==> src/rtl/uart_pkg.sv <==
// uart_pkg: FSM state type, default frame timing and small sizing helpers for uart_tx_arb.
// Optional feature macro used by the arbiter: UART_TX_ARB_FIXED_PRIO_EN.
package uart_pkg;

  typedef enum logic [1:0] {
    ST_IDLE  = 2'd0,
    ST_START = 2'd1,
    ST_FRAME = 2'd2,
    ST_GAP   = 2'd3
  } uart_state_e;

  localparam int UART_FRAME_TICKS = 10;
  localparam int UART_GAP_TICKS   = 1;

  function automatic int max_int(input int a, input int b);
    return (a > b) ? a : b;
  endfunction

  // Index width that stays legal for a single requester.
  function automatic int idx_width(input int n);
    return (n > 1) ? $clog2(n) : 1;
  endfunction

endpackage

==> src/rtl/uart_rr_arb.sv <==
// uart_rr_arb: picks one requester; round-robin after i_last by default,
// fixed lowest-index priority when UART_TX_ARB_FIXED_PRIO_EN is defined.
module uart_rr_arb
  import uart_pkg::*;
#(
  parameter int NREQ = 4,
  parameter int IW   = idx_width(NREQ)
) (
  input  logic [NREQ-1:0] i_req,
  input  logic [IW-1:0]   i_last,
  output logic [NREQ-1:0] o_grant,
  output logic [IW-1:0]   o_idx
);

  logic [IW-1:0] w_last_eff;
  logic [IW-1:0] w_cand;
  logic          w_found;

`ifdef UART_TX_ARB_FIXED_PRIO_EN
  // Pretending the last grant was NREQ-1 makes the search start at index 0.
  logic w_unused_last;
  assign w_unused_last = ^i_last;
  assign w_last_eff    = IW'(NREQ - 1);
`else
  assign w_last_eff = i_last;
`endif

  // Scan from the slot after the effective last grant, wrapping once.
  always_comb begin
    o_grant = '0;
    o_idx   = '0;
    w_found = 1'b0;
    w_cand  = '0;
    for (int k = 1; k <= NREQ; k++) begin
      w_cand = IW'((int'(w_last_eff) + k) % NREQ);
      if (!w_found && i_req[w_cand]) begin
        w_found         = 1'b1;
        o_grant[w_cand] = 1'b1;
        o_idx           = w_cand;
      end else begin
        w_found = w_found;
      end
    end
  end

endmodule

==> src/rtl/uart_tx_arb.sv <==
// uart_tx_arb: shares one uart_tx among NREQ byte requesters, one frame plus gap per grant.
// Arbitration variant selected by UART_TX_ARB_FIXED_PRIO_EN (see uart_rr_arb).
module uart_tx_arb
  import uart_pkg::*;
#(
  parameter int NREQ        = 4,
  parameter int FRAME_TICKS = UART_FRAME_TICKS,
  parameter int GAP_TICKS   = UART_GAP_TICKS
) (
  input  logic                      clk,
  input  logic                      rst_n,
  input  logic                      clk_uart,
  input  logic [NREQ-1:0]           req_valid,
  input  logic [NREQ*8-1:0]         req_data,
  output logic [NREQ-1:0]           req_ready,
  output logic                      tx_start,
  output logic [7:0]                tx_data,
  output logic                      busy,
  output logic [idx_width(NREQ)-1:0] grant_id
);

  localparam int IW = idx_width(NREQ);
  localparam int CW = $clog2(max_int(FRAME_TICKS, GAP_TICKS) + 1);

  uart_state_e   r_state;
  uart_state_e   w_next;
  logic [CW-1:0] r_cnt;
  logic [7:0]    r_tx_data;
  logic [IW-1:0] r_grant_id;
  logic          r_tx_start;
  logic          r_busy;

  logic [NREQ-1:0] w_grant;
  logic [IW-1:0]   w_idx;
  logic [7:0]      w_byte;
  logic            w_accept;
  logic            w_frame_done;
  logic            w_gap_done;

  uart_rr_arb #(
    .NREQ (NREQ),
    .IW   (IW)
  ) u_arb (
    .i_req   (req_valid),
    .i_last  (r_grant_id),
    .o_grant (w_grant),
    .o_idx   (w_idx)
  );

  // One-hot grant steers the winner's byte.
  always_comb begin
    w_byte = 8'h00;
    for (int i = 0; i < NREQ; i++) begin
      w_byte = w_byte | ({8{w_grant[i]}} & req_data[8*i +: 8]);
    end
  end

  assign w_frame_done = clk_uart && (r_cnt == CW'(FRAME_TICKS - 1));
  assign w_gap_done   = clk_uart && (r_cnt == CW'(GAP_TICKS - 1));

  // Next-state logic; a grant is only taken in IDLE.
  always_comb begin
    w_next   = r_state;
    w_accept = 1'b0;
    case (r_state)
      ST_IDLE: begin
        if (|req_valid) begin
          w_next   = ST_START;
          w_accept = 1'b1;
        end else begin
          w_next = ST_IDLE;
        end
      end
      ST_START: w_next = ST_FRAME;
      ST_FRAME: begin
        if (w_frame_done) begin
          w_next = (GAP_TICKS > 0) ? ST_GAP : ST_IDLE;
        end else begin
          w_next = ST_FRAME;
        end
      end
      ST_GAP: begin
        if (w_gap_done) begin
          w_next = ST_IDLE;
        end else begin
          w_next = ST_GAP;
        end
      end
      default: w_next = ST_IDLE;
    endcase
  end

  // State, tick counter and registered outputs; the counter restarts on every state change.
  always_ff @(posedge clk) begin
    if (!rst_n) begin
      r_state    <= ST_IDLE;
      r_cnt      <= '0;
      r_tx_data  <= 8'h00;
      r_grant_id <= IW'(NREQ - 1);
      r_tx_start <= 1'b0;
      r_busy     <= 1'b0;
    end else begin
      r_state <= w_next;
      if (w_next != r_state) begin
        r_cnt <= '0;
      end else if (clk_uart && ((r_state == ST_FRAME) || (r_state == ST_GAP))) begin
        r_cnt <= r_cnt + CW'(1);
      end else begin
        r_cnt <= r_cnt;
      end
      if (w_accept) begin
        r_tx_data  <= w_byte;
        r_grant_id <= w_idx;
      end else begin
        r_tx_data  <= r_tx_data;
        r_grant_id <= r_grant_id;
      end
      r_tx_start <= (w_next == ST_START);
      r_busy     <= (w_next != ST_IDLE);
    end
  end

  assign req_ready = (w_accept && rst_n) ? w_grant : '0;
  assign tx_start  = r_tx_start;
  assign tx_data   = r_tx_data;
  assign busy      = r_busy;
  assign grant_id  = r_grant_id;

endmodule

==> config.mk <==
export PLATFORM = sky130hd
export DESIGN_NAME = uart_tx_arb
export DESIGN_NICKNAME = d
export VERILOG_FILES = /design/src/rtl/uart_pkg.sv /design/src/rtl/uart_rr_arb.sv /design/src/rtl/uart_tx_arb.sv
export SDC_FILE = /design/constraint.sdc
export NUM_CORES = 1
export LEC_CHECK = 0
export ABC_CLOCK_PERIOD_IN_PS = 2660
export CAP_MARGIN = 25
export CORE_ASPECT_RATIO = 0.5
export CORE_MARGIN = 1
export CORE_UTILIZATION = 40
export DETAILED_ROUTE_END_ITERATION = 10
export GPL_TIMING_DRIVEN = 0
export PLACE_DENSITY = 0.77
export SYNTH_ARGS = -nofsm -noshare
export SYNTH_HDL_FRONTEND = slang
export SYNTH_HIERARCHICAL = 1
export SYNTH_SLANG_ARGS = --single-unit
==> constraint.sdc <==
create_clock -name clk -period 2.66 [get_ports clk]
set_input_delay 0.532 -clock clk [delete_from_list [all_inputs] [get_ports clk]]
set_output_delay 0.532 -clock clk [all_outputs]
set_load 0.05 [all_outputs]
After elaboration in Yosys (flattened, before gate mapping). Index checks and enable logic that the tools add are counted.

Bits in registers: 18. Latch bits: 0. Bits in writable memories: 0. Memory bits (read-only): 0. Output and inout bits: 16. Word-level logic and storage cells: 90. Memories: 0.

Add/sub/neg operators: 5. $mul: 0. Divide/modulo/power cells: 0. Magnitude comparators: 8. Eq/ne operators: 6. Shifts and indexed selects: 0. Mux-type cells: 34. Bitwise operators: 11. Reductions and logical operators: 20.

Operators with widths (count): bitwise AND 8 bit (4); bitwise OR 8 bit (3); 2-to-1 mux 4 bit (5); 2-to-1 mux 1 bit (15); less-than comparator 2 x 3 -> 1 bit (second input constant) (4); bitwise OR 4 bit (3); logical AND 1 bit (11); 2-to-1 mux 2 bit (5); binary-select mux 1 bit (select 2 bit) (4); demux 1 bit (select 2 bit) (4); >= comparator 2 x 1 -> 1 bit (second input constant) (4); case mux 2 bit (4 select lines) (1); adder 2 x 1 -> 2 bit (second input constant) (2); adder 2 bit (second input constant) (2); adder 4 x 1 -> 4 bit (second input constant) (1); == test 2 x 1 -> 1 bit (second input constant) (2); == test 2 bit (second input constant) (2); == test 4 bit (second input constant) (1); zero test 4 bit (1); OR reduction 4 bit (1); zero test 1 bit (3); zero test 2 bit (1); inequality test 2 bit (1); nonzero test 2 bit (1); 3 further kinds (3).

Longest topological paths before layout. Gate-level depths: netlist of the first run.

Depth in word-level cells: 17. Depth in mapped cells: 11.

Cells and area by module. Netlist of the first run, hierarchy kept.

By module, submodules not included: uart_tx_arb (times used 1, cells each 103, area each 958.4 um^2, sequential area each 360.3 um^2); uart_rr_arb (times used 1, cells each 59, area each 490.5 um^2, sequential area each 0.0 um^2).

Least setup slack after synthesis of the first run. OpenSTA, ideal clock, no wires.

Path kind: register to output. From: reg r_grant_id[0] (netlist: grant_id[0]). To: out req_ready[2]. Data arrival time: 2.913 ns. Setup slack: -0.785 ns. Stages on the path, launching flop included: 9. Path buffers: 2. Cell sequence: dfxtp_1 -> buf_4 -> inv_1 -> ha_1 -> mux4_2 -> o21ai_1 -> a221o_1 -> buf_1 -> and3_1.

Longest elaborated chain between the ends: 14. Elaborated cells on any way between the ends: 49. Classes of those cells: add/sub (4); order compare (8); mux (24); bitwise (3); reduce/logical (10).

Ends and longest elaborated chain: from (decl) (RTL line uart_tx_arb.sv:29) `logic [IW-1:0] r_grant_id;`; from (signal assigned) (RTL line uart_tx_arb.sv:99) `r_grant_id <= IW'(NREQ - 1);`; from (signal assigned) (RTL line uart_tx_arb.sv:113) `r_grant_id <= w_idx;`; from (signal assigned) (RTL line uart_tx_arb.sv:116) `r_grant_id <= r_grant_id;`; parallel branches: the longest is 12 deep, another holds less-than comparator 2 x 3 -> 1 bit; 2-to-1 mux 4 bit * (RTL line uart_rr_arb.sv:36) `if (!w_found && i_req[w_cand]) begin`; via w_grant[2] (RTL line uart_tx_arb.sv:33) `logic [NREQ-1:0] w_grant;`; 2-to-1 mux 4 bit * (RTL line uart_tx_arb.sv:123) `assign req_ready = (w_accept && rst_n) ? w_grant : '0;`; to (decl) (RTL line uart_tx_arb.sv:15) `output logic [NREQ-1:0] req_ready,`.

Mark *: on every way through the listed nets, which the timed path passes. The select of a mux whose other input is x is not followed.

Final worst setup path of the first run.
From: reg r_grant_id[0] (netlist: grant_id[0]). To: out req_ready[0].

Same word-level chain as after synthesis.

==> results of run 1 <==
synthesized netlist by cell type (2+ instances only):
cell | n | area [sq um]
nor2_1 | 8 | 30.0
and4bb_1 | 2 | 25.0
o21a_1 | 2 | 15.0
dfxtp_1 | 18 | 360
nor3_1 | 2 | 10.0
clkbuf_1 | 3 | 11.3
and3b_1 | 2 | 17.5
o211a_1 | 8 | 80.1
inv_1 | 6 | 22.5
buf_1 | 3 | 11.3
buf_2 | 2 | 10.0
o21ai_0 | 2 | 10.0
nand3_1 | 11 | 55.1
nor3b_2 | 2 | 25.0
a221o_1 | 4 | 40.0
and2_1 | 2 | 12.5
mux4_2 | 2 | 45.0
mux2i_1 | 3 | 30.0
and3_1 | 5 | 31.3
a21oi_1 | 2 | 10.0
o21ai_1 | 6 | 30.0
ha_1 | 11 | 138
buf_6 | 2 | 22.5
a22oi_1 | 17 | 128
nand2_1 | 16 | 60.1
xnor2_1 | 3 | 26.3
critical path, stage by stage, from the launching register on:
cell	delay (ns)
dfxtp_4	0.36
buf_8	0.13
inv_8	0.03
ha_4	0.27
mux4_2	0.39
nand2_1	0.09
o21ai_1	0.06
a221o_1	0.33
and3_4	0.21
buf_8	0.14
worst paths after layout:
path                    start           end  slack, ns  cells after the start
setup / recovery  grant_id[0]  req_ready[0]      -0.16                      9
hold / removal     tx_data[5]    tx_data[5]       0.50                      1
setup reg to reg  grant_id[0]    tx_data[0]       0.18                     12
hold reg to reg    tx_data[5]    tx_data[5]       0.50                      1
metal layers:
layer  up-vias  track usage  wire length (microns)
li1        756            -                      -
met1       734        0.273                   1850
met2        37        0.402                   2140
met3         4       0.0429                    209
met4         0       0.0361                     19
met5         -            0                      0
final cells by class:
| cell class | instances | area (sq um) | area share |
|---|---|---|---|
| inverter | 7 | 37.5 | 0.0161 |
| tap | 51 | 63.8 | 0.0273 |
| clock buffer | 3 | 41.3 | 0.0177 |
| timing repair buffer | 75 | 716 | 0.306 |
| buffer | 7 | 55.1 | 0.0236 |
| sequential | 18 | 368 | 0.157 |
| clock inverter | 1 | 3.75 | 0.00161 |
| multi-input combinational | 126 | 1050 | 0.450 |
stage by stage:
step	setup slack, ns	power, mW	cell area, sq um	hold slack, ns	util
floorplan	-0.00744	1.43	1520	0.545	-
global placement	-1.19	1.77	2120	0.479	0.615
detailed placement	-1.22	1.79	2120	0.485	0.615
CTS	-0.176	2.23	2350	0.500	0.681
global route	-0.219	2.35	2340	0.519	0.677
finish	-0.157	2.21	2340	0.499	0.677
repair_timing:
item | 4_1_cts | 5_1_grt
pin swaps | 8 | 5
setup endpoints to repair | 4 | 4
resized for setup | 61 | 3
hold endpoints to repair | 0 | 0
setup buffers | 18 | 3
gates cloned | 0 | 0
hold buffers | 0 | 0
logic make-up after synthesis:
kind of cell	after synthesis	share of synthesized area
flip-flops	18	0.249
AO/OA/AOI/OAI	50	0.297
adder cells (fa/ha/maj)	11	0.0950
multiplexers	6	0.0596
buffers and inverters	18	0.0613
AND/OR/NAND/NOR	56	0.220
XOR/XNOR	3	0.0181
state kept, by name, indices dropped and copies added (netlist names):
name	flops
grant_id	2
tx_start	1
r_state	2
r_cnt	4
busy	1
tx_data	8
layout by cell type, fill, tap and decap left out, types with 2 or more instances in the layout:
cell type        synthesis  layout
inv_1                    6       4
nand2_1                 16      14
a221o_1                  4       4
nor3_1                   2       2
and3b_1                  2       2
dfxtp_4                  0       2
o21ai_1                  6       5
ha_1                    11      10
and2_1                   2       2
mux4_2                   2       2
dfxtp_1                 18      16
clkbuf_1                 3       2
nand2_2                  0       2
and3_4                   0       4
buf_4                    1      18
nor3b_2                  2       2
xnor2_1                  3       3
buf_2                    2       5
o21a_1                   2       2
clkdlybuf4s50_1          0      46
clkinv_1                 1       2
a22oi_1                 17      17
o211a_1                  8       8
nor2_1                   8       8
buf_8                    0       5
buf_6                    2       6
nand3_1                 11      11
o21ai_0                  2       2
a21oi_1                  2       2
mux2i_1                  3       3
clkbuf_8                 0       3
and4bb_1                 2       2
power by group through the flow:
| stage | clock [mW] | combinational, mW | sequential (mW) |
|---|---|---|---|
| after floorplan | 0 | 0.837 | 0.598 |
| after global placement | 0 | 1.36 | 0.410 |
| after detailed placement | 0 | 1.38 | 0.412 |
| after CTS | 0.190 | 1.66 | 0.381 |
| after global routing | 0.202 | 1.76 | 0.387 |
| final | 0.188 | 1.64 | 0.381 |
==> summary.md, run 1 <==
| Metric | Value |
|---|---|
| N_diodes | `0` |
| Minimum clock period | `2.82 ns` |
| Aggregate global-route resource usage | `0.218` |
| Mapped Area | `1450 sq um` |
| Seq pwr share | `0.172` |
| Crit path capture type | `primary output` |
| Synth Area per Inst | `8.94 sq um` |
| IO Count | `55` |
| Non-Filler Instances | `288` |
| Relative slew slack | `0.646` |
| CP max FO | `8` |
| Worst-Margin Slew | `0.530 ns` |
| CTS Buffer Depth | `2` |
| Initial Util | `0.420` |
| Worst hold path class | `flop to flop` |
| Unrepaired setup endpoints after global routing | `yes` |
| Die X | `87.1 microns` |
| Routed wire length | `4.22 mm` |
| Vias | `1531` |
| CP arrival | `2.28 ns` |
| Setup Skew | `0.00421 ns` |
| Max-slew violation count | `0` |
| Final Cycle Share | `1.06` |
| Vias in the first global route | `1335` |
| Seq/Total Area, Yosys | `0.249` |
| Cells after Synth | `162` |
| # rows | `15` |
| Status | `finished with violations` |
| Max-cap violations | `0` |
| Core Region | `3450 sq um` |
| Port-buffer cells | `54` |
| Layout cells sized above 1 | `0.266` |
| Setup_tns | `-0.521 ns` |
| Grt total ovfl | `0` |
| Violated checks | `negative setup slack` |
| CTS tree | `done` |
| Syn_nets | `212` |
| Post-DRT Antenna Nets | `0` |
| Switching Share | `0.461` |
| Die footprint | `3880 sq um` |
| CTS buffer count | `3` |
| Hold Fails Final Rpt | `0` |
| Via/cell ratio | `5.32` |
| Total iterations of the first detailed-routing run | `5` |
| DP HPWL | `2.84 mm` |
| Layout net count | `288` |
| H-tree Lvls | `1` |
| Die Y | `44.6 microns` |
| Worst EP required | `2.13 ns` |
| Drt first-iter violations | `55` |
| EDFF count, synth | `0` |
| Yosys warns | `6` |
| Switching Power | `1.02 mW` |
| DP Cell Count | `267` |
| Final setup fails | `4` |
| First-pass GRT wire length | `6.48 mm` |
| Asr flop ratio synth | `0` |
| LEAKAGE | `0.991 nW` |
| Final setup margin | `-0.157 ns` |
| Logic gate share of total power | `0.743` |
| Power per cell area | `947 nW/um^2` |
| Kind of critical path | `flop to primary output` |
| Clock transition at path regs | `0.07 ns` |
| Fmax | `0.355 GHz` |
| Root Driver | `clkbuf_8` |
| Worst-skew pair later-pin latency | `0.25 ns` |
| Fill cells | `282` |
| Synth unique cells | `44` |
| #FFs+latches synth | `18` |
| Sink Count | `18` |
| Worst setup SP type | `flop` |
| Initial antenna violation count | `0` |
| Ys flop type | `dfxtp_1` |
| Routability cong. | `0.875` |
| Internal power | `1.19 mW` |
| Largest net degree at the start of global routing | `11` |
| Area delta synth->final | `61.3%` |
| Wirelength per Cell | `14.6 microns` |
| Clk pwr share | `0.085` |
| Peak VDD IR | `509 uV` |
| Drc violations | `0` |
Note: power is estimated with default switching activity, not from simulation.
==> run 2, diff against run 1 <==
Settings changed: CAP_MARGIN 25 to 40.
==> results of run 2 <==
The final DEF is identical to that of run 1; final timing and power are the same.
==> run 3, diff against run 2 <==
Settings changed: MAX_ROUTING_LAYER from default to met4.
==> run 3 against run 2 <==
Net effect: register-to-register slack about the same; the flow still finishes with violations (negative setup slack); largest cell class unchanged; critical path type unchanged; routed wire length about the same; sequential share of layout area unchanged.
==> summary.md, run 3 (synthesized netlist as in run 1, its figures left out) <==
| Metric | Value |
|---|---|
| Clock transition at path regs | `0.07 ns (about the same)` |
| Final Cycle Share | `1.06 (about the same)` |
| Initial antenna violation count | `0 (unchanged)` |
| Unrepaired setup endpoints after global routing | `yes (unchanged)` |
| Most Frequent Cell on Critical Path | `buf_8 (unchanged)` |
| Die Y | `44.6 microns (unchanged)` |
| Worst R2R Setup Slack | `0.18 ns (about the same)` |
| Violated checks | `negative setup slack (unchanged)` |
| Sink Count | `18 (unchanged)` |
| Worst-skew pair later-pin latency | `0.25 ns (about the same)` |
| Kind of critical path | `flop to primary output (unchanged)` |
| N_diodes | `0 (unchanged)` |
| Die X | `87.1 microns (unchanged)` |
| Max-cap violations | `0 (unchanged)` |
| Max incr delay on CP | `0.39 ns (about the same)` |
| Worst-Margin Slew | `0.518 ns (was 0.530 ns)` |
| Final setup fails | `4 (unchanged)` |
| Power per cell area | `948 nW/um^2 (was 947 nW/um^2)` |
| CTS tree | `done (unchanged)` |
| Via/cell ratio | `5.31 (was 5.32)` |
| Relative slew slack | `0.654 (was 0.646)` |
| Core Region | `3450 sq um (unchanged)` |
| Wirelength per Cell | `14.6 microns (about the same)` |
| First-pass GRT wire length | `6.47 mm (was 6.48 mm)` |
| # rows | `15 (unchanged)` |
| DP HPWL | `2.84 mm (unchanged)` |
| Wl on met1 | `1.90 mm (was 1.85 mm)` |
| CTS buffer count | `3 (unchanged)` |
| Fmax | `0.355 GHz (about the same)` |
| # hold bufs at CTS | `0 (unchanged)` |
| Hold Fails Final Rpt | `0 (unchanged)` |
| Aggregate global-route resource usage | `0.225 (was 0.218)` |
| Commonest non-fill, non-tap cell in the layout | `clkdlybuf4s50_1 (unchanged)` |
| IO Count | `55 (unchanged)` |
| CP max FO | `8 (unchanged)` |
| LEAKAGE | `0.991 nW (unchanged)` |
| Commonest non-fill, non-tap cells in the layout | `clkdlybuf4s50_1, buf_4, a22oi_1 (unchanged)` |
| Routability cong. | `0.889 (was 0.875)` |
| Largest net degree at the start of global routing | `11 (unchanged)` |
| Tot Pwr | `2.22 mW (was 2.21 mW)` |
| CP arrival | `2.29 ns (was 2.28 ns)` |
| Port-buffer cells | `54 (unchanged)` |
| Setup Skew | `0.00370 ns (was 0.00421 ns)` |
| Worst hold path class | `flop to flop (unchanged)` |
| Crit-path cells | `buf_8 > inv_8 > ha_4 > mux4_2 > nand2_1 > o21ai_1 > a221o_1 > and3_4 > buf_8 (unchanged)` |
| Uppermost layer routed | `met4 (unchanged)` |
| Slowest CP cell | `mux4_2 (unchanged)` |
| Initial Util | `0.420 (unchanged)` |
| Max-slew violation count | `0 (unchanged)` |
| Crit path capture type | `primary output (unchanged)` |
| Smallest hold slack | `0.498 ns (was 0.499 ns)` |
| CTS Buffer Depth | `2 (unchanged)` |
| Vias | `1530 (was 1531)` |
| H-tree Lvls | `1 (unchanged)` |
| Peak VDD IR | `510 uV (was 509 uV)` |
| Metal2 WL | `2.15 mm (was 2.14 mm)` |
| Minimum clock period | `2.82 ns (about the same)` |
| Routed wire length | `4.21 mm (was 4.22 mm)` |
| Worst EP required | `2.13 ns (about the same)` |
| Die footprint | `3880 sq um (unchanged)` |
| Metal3 WL | `130 microns (was 209 microns)` |
| Total iterations of the first detailed-routing run | `6 (was 5)` |
| Layout cells sized above 1 | `0.266 (unchanged)` |
| Area delta synth->final | `61.3% (unchanged)` |
| Status | `finished with violations (unchanged)` |
| Drc violations | `0 (unchanged)` |
| Max FFs per register | `8 (unchanged)` |
| Final setup margin | `-0.160 ns (was -0.157 ns)` |
| Vias in the first global route | `1334 (was 1335)` |
| Worst setup SP type | `flop (unchanged)` |
| Root Driver | `clkbuf_8 (unchanged)` |
| Grt total ovfl | `0 (unchanged)` |
| Drt first-iter violations | `68 (was 55)` |
| Post-DRT Antenna Nets | `0 (unchanged)` |
| Layout net count | `288 (unchanged)` |
[run 3: critical path, delay by kind of cell (launching register included)]
kind                     cells  cell delay (ns)
multiplexers                 1             0.39
AO/OA/AOI/OAI                2             0.39
flip-flops                   1             0.36
buffers and inverters        3             0.30
AND/OR/NAND/NOR              2             0.30
adder cells (fa/ha/maj)      1             0.27
[run 3: power breakdown]
| group | internal (mW) | switching [mW] |
|---|---|---|
| clock network | 0.102 | 0.0859 |
| registers | 0.339 | 0.0421 |
| logic | 0.751 | 0.896 |
| total | 1.19 | 1.02 |
[run 3: what timing repair did]
item	CTS	global route
setup endpoints to repair	4	4
setup buffers	18	3
pin swaps	8	5
gates resized for setup	61	3
[run 3: layout make-up]
type,count,area (sq um)
buffer,7,55.1
clock buffer,3,41.3
clock inverter,1,3.75
fill,282,1120
inverter,7,37.5
multi-input combinational,126,1050
sequential,18,368
tap,51,63.8
timing repair buffer,75,716
[run 3: stage by stage]
step | setup WS, ns | cells | cell area, sq um | TNS [ns] | utilization
after detailed placement | -1.22 | 267 | 2120 | -6.46 | 0.615
final | -0.160 | 288 | 2340 | -0.525 | 0.677
after CTS | -0.176 | 289 | 2350 | -0.650 | 0.681
after global routing | -0.219 | 288 | 2340 | -0.789 | 0.677
after global placement | -1.19 | 267 | 2120 | -6.12 | 0.615
after floorplan | -0.00744 | 162 | 1520 | -0.00744 | -
[run 3: path summary, 6_finish.rpt]
| path | cells after the start | start | endpoint |
|---|---|---|---|
| max | 9 | grant_id[0] | req_ready[0] |
| min | 1 | tx_data[5] | tx_data[5] |
| max reg2reg | 12 | grant_id[0] | tx_data[0] |
| min reg2reg | 1 | tx_data[5] | tx_data[5] |
[run 3: metal layers]
layer / track usage / up-vias
li1: - / 755
met1: 0.273 / 736
met2: 0.402 / 33
met3: 0.0429 / 6
met4: 0.0361 / 0
met5: - / -
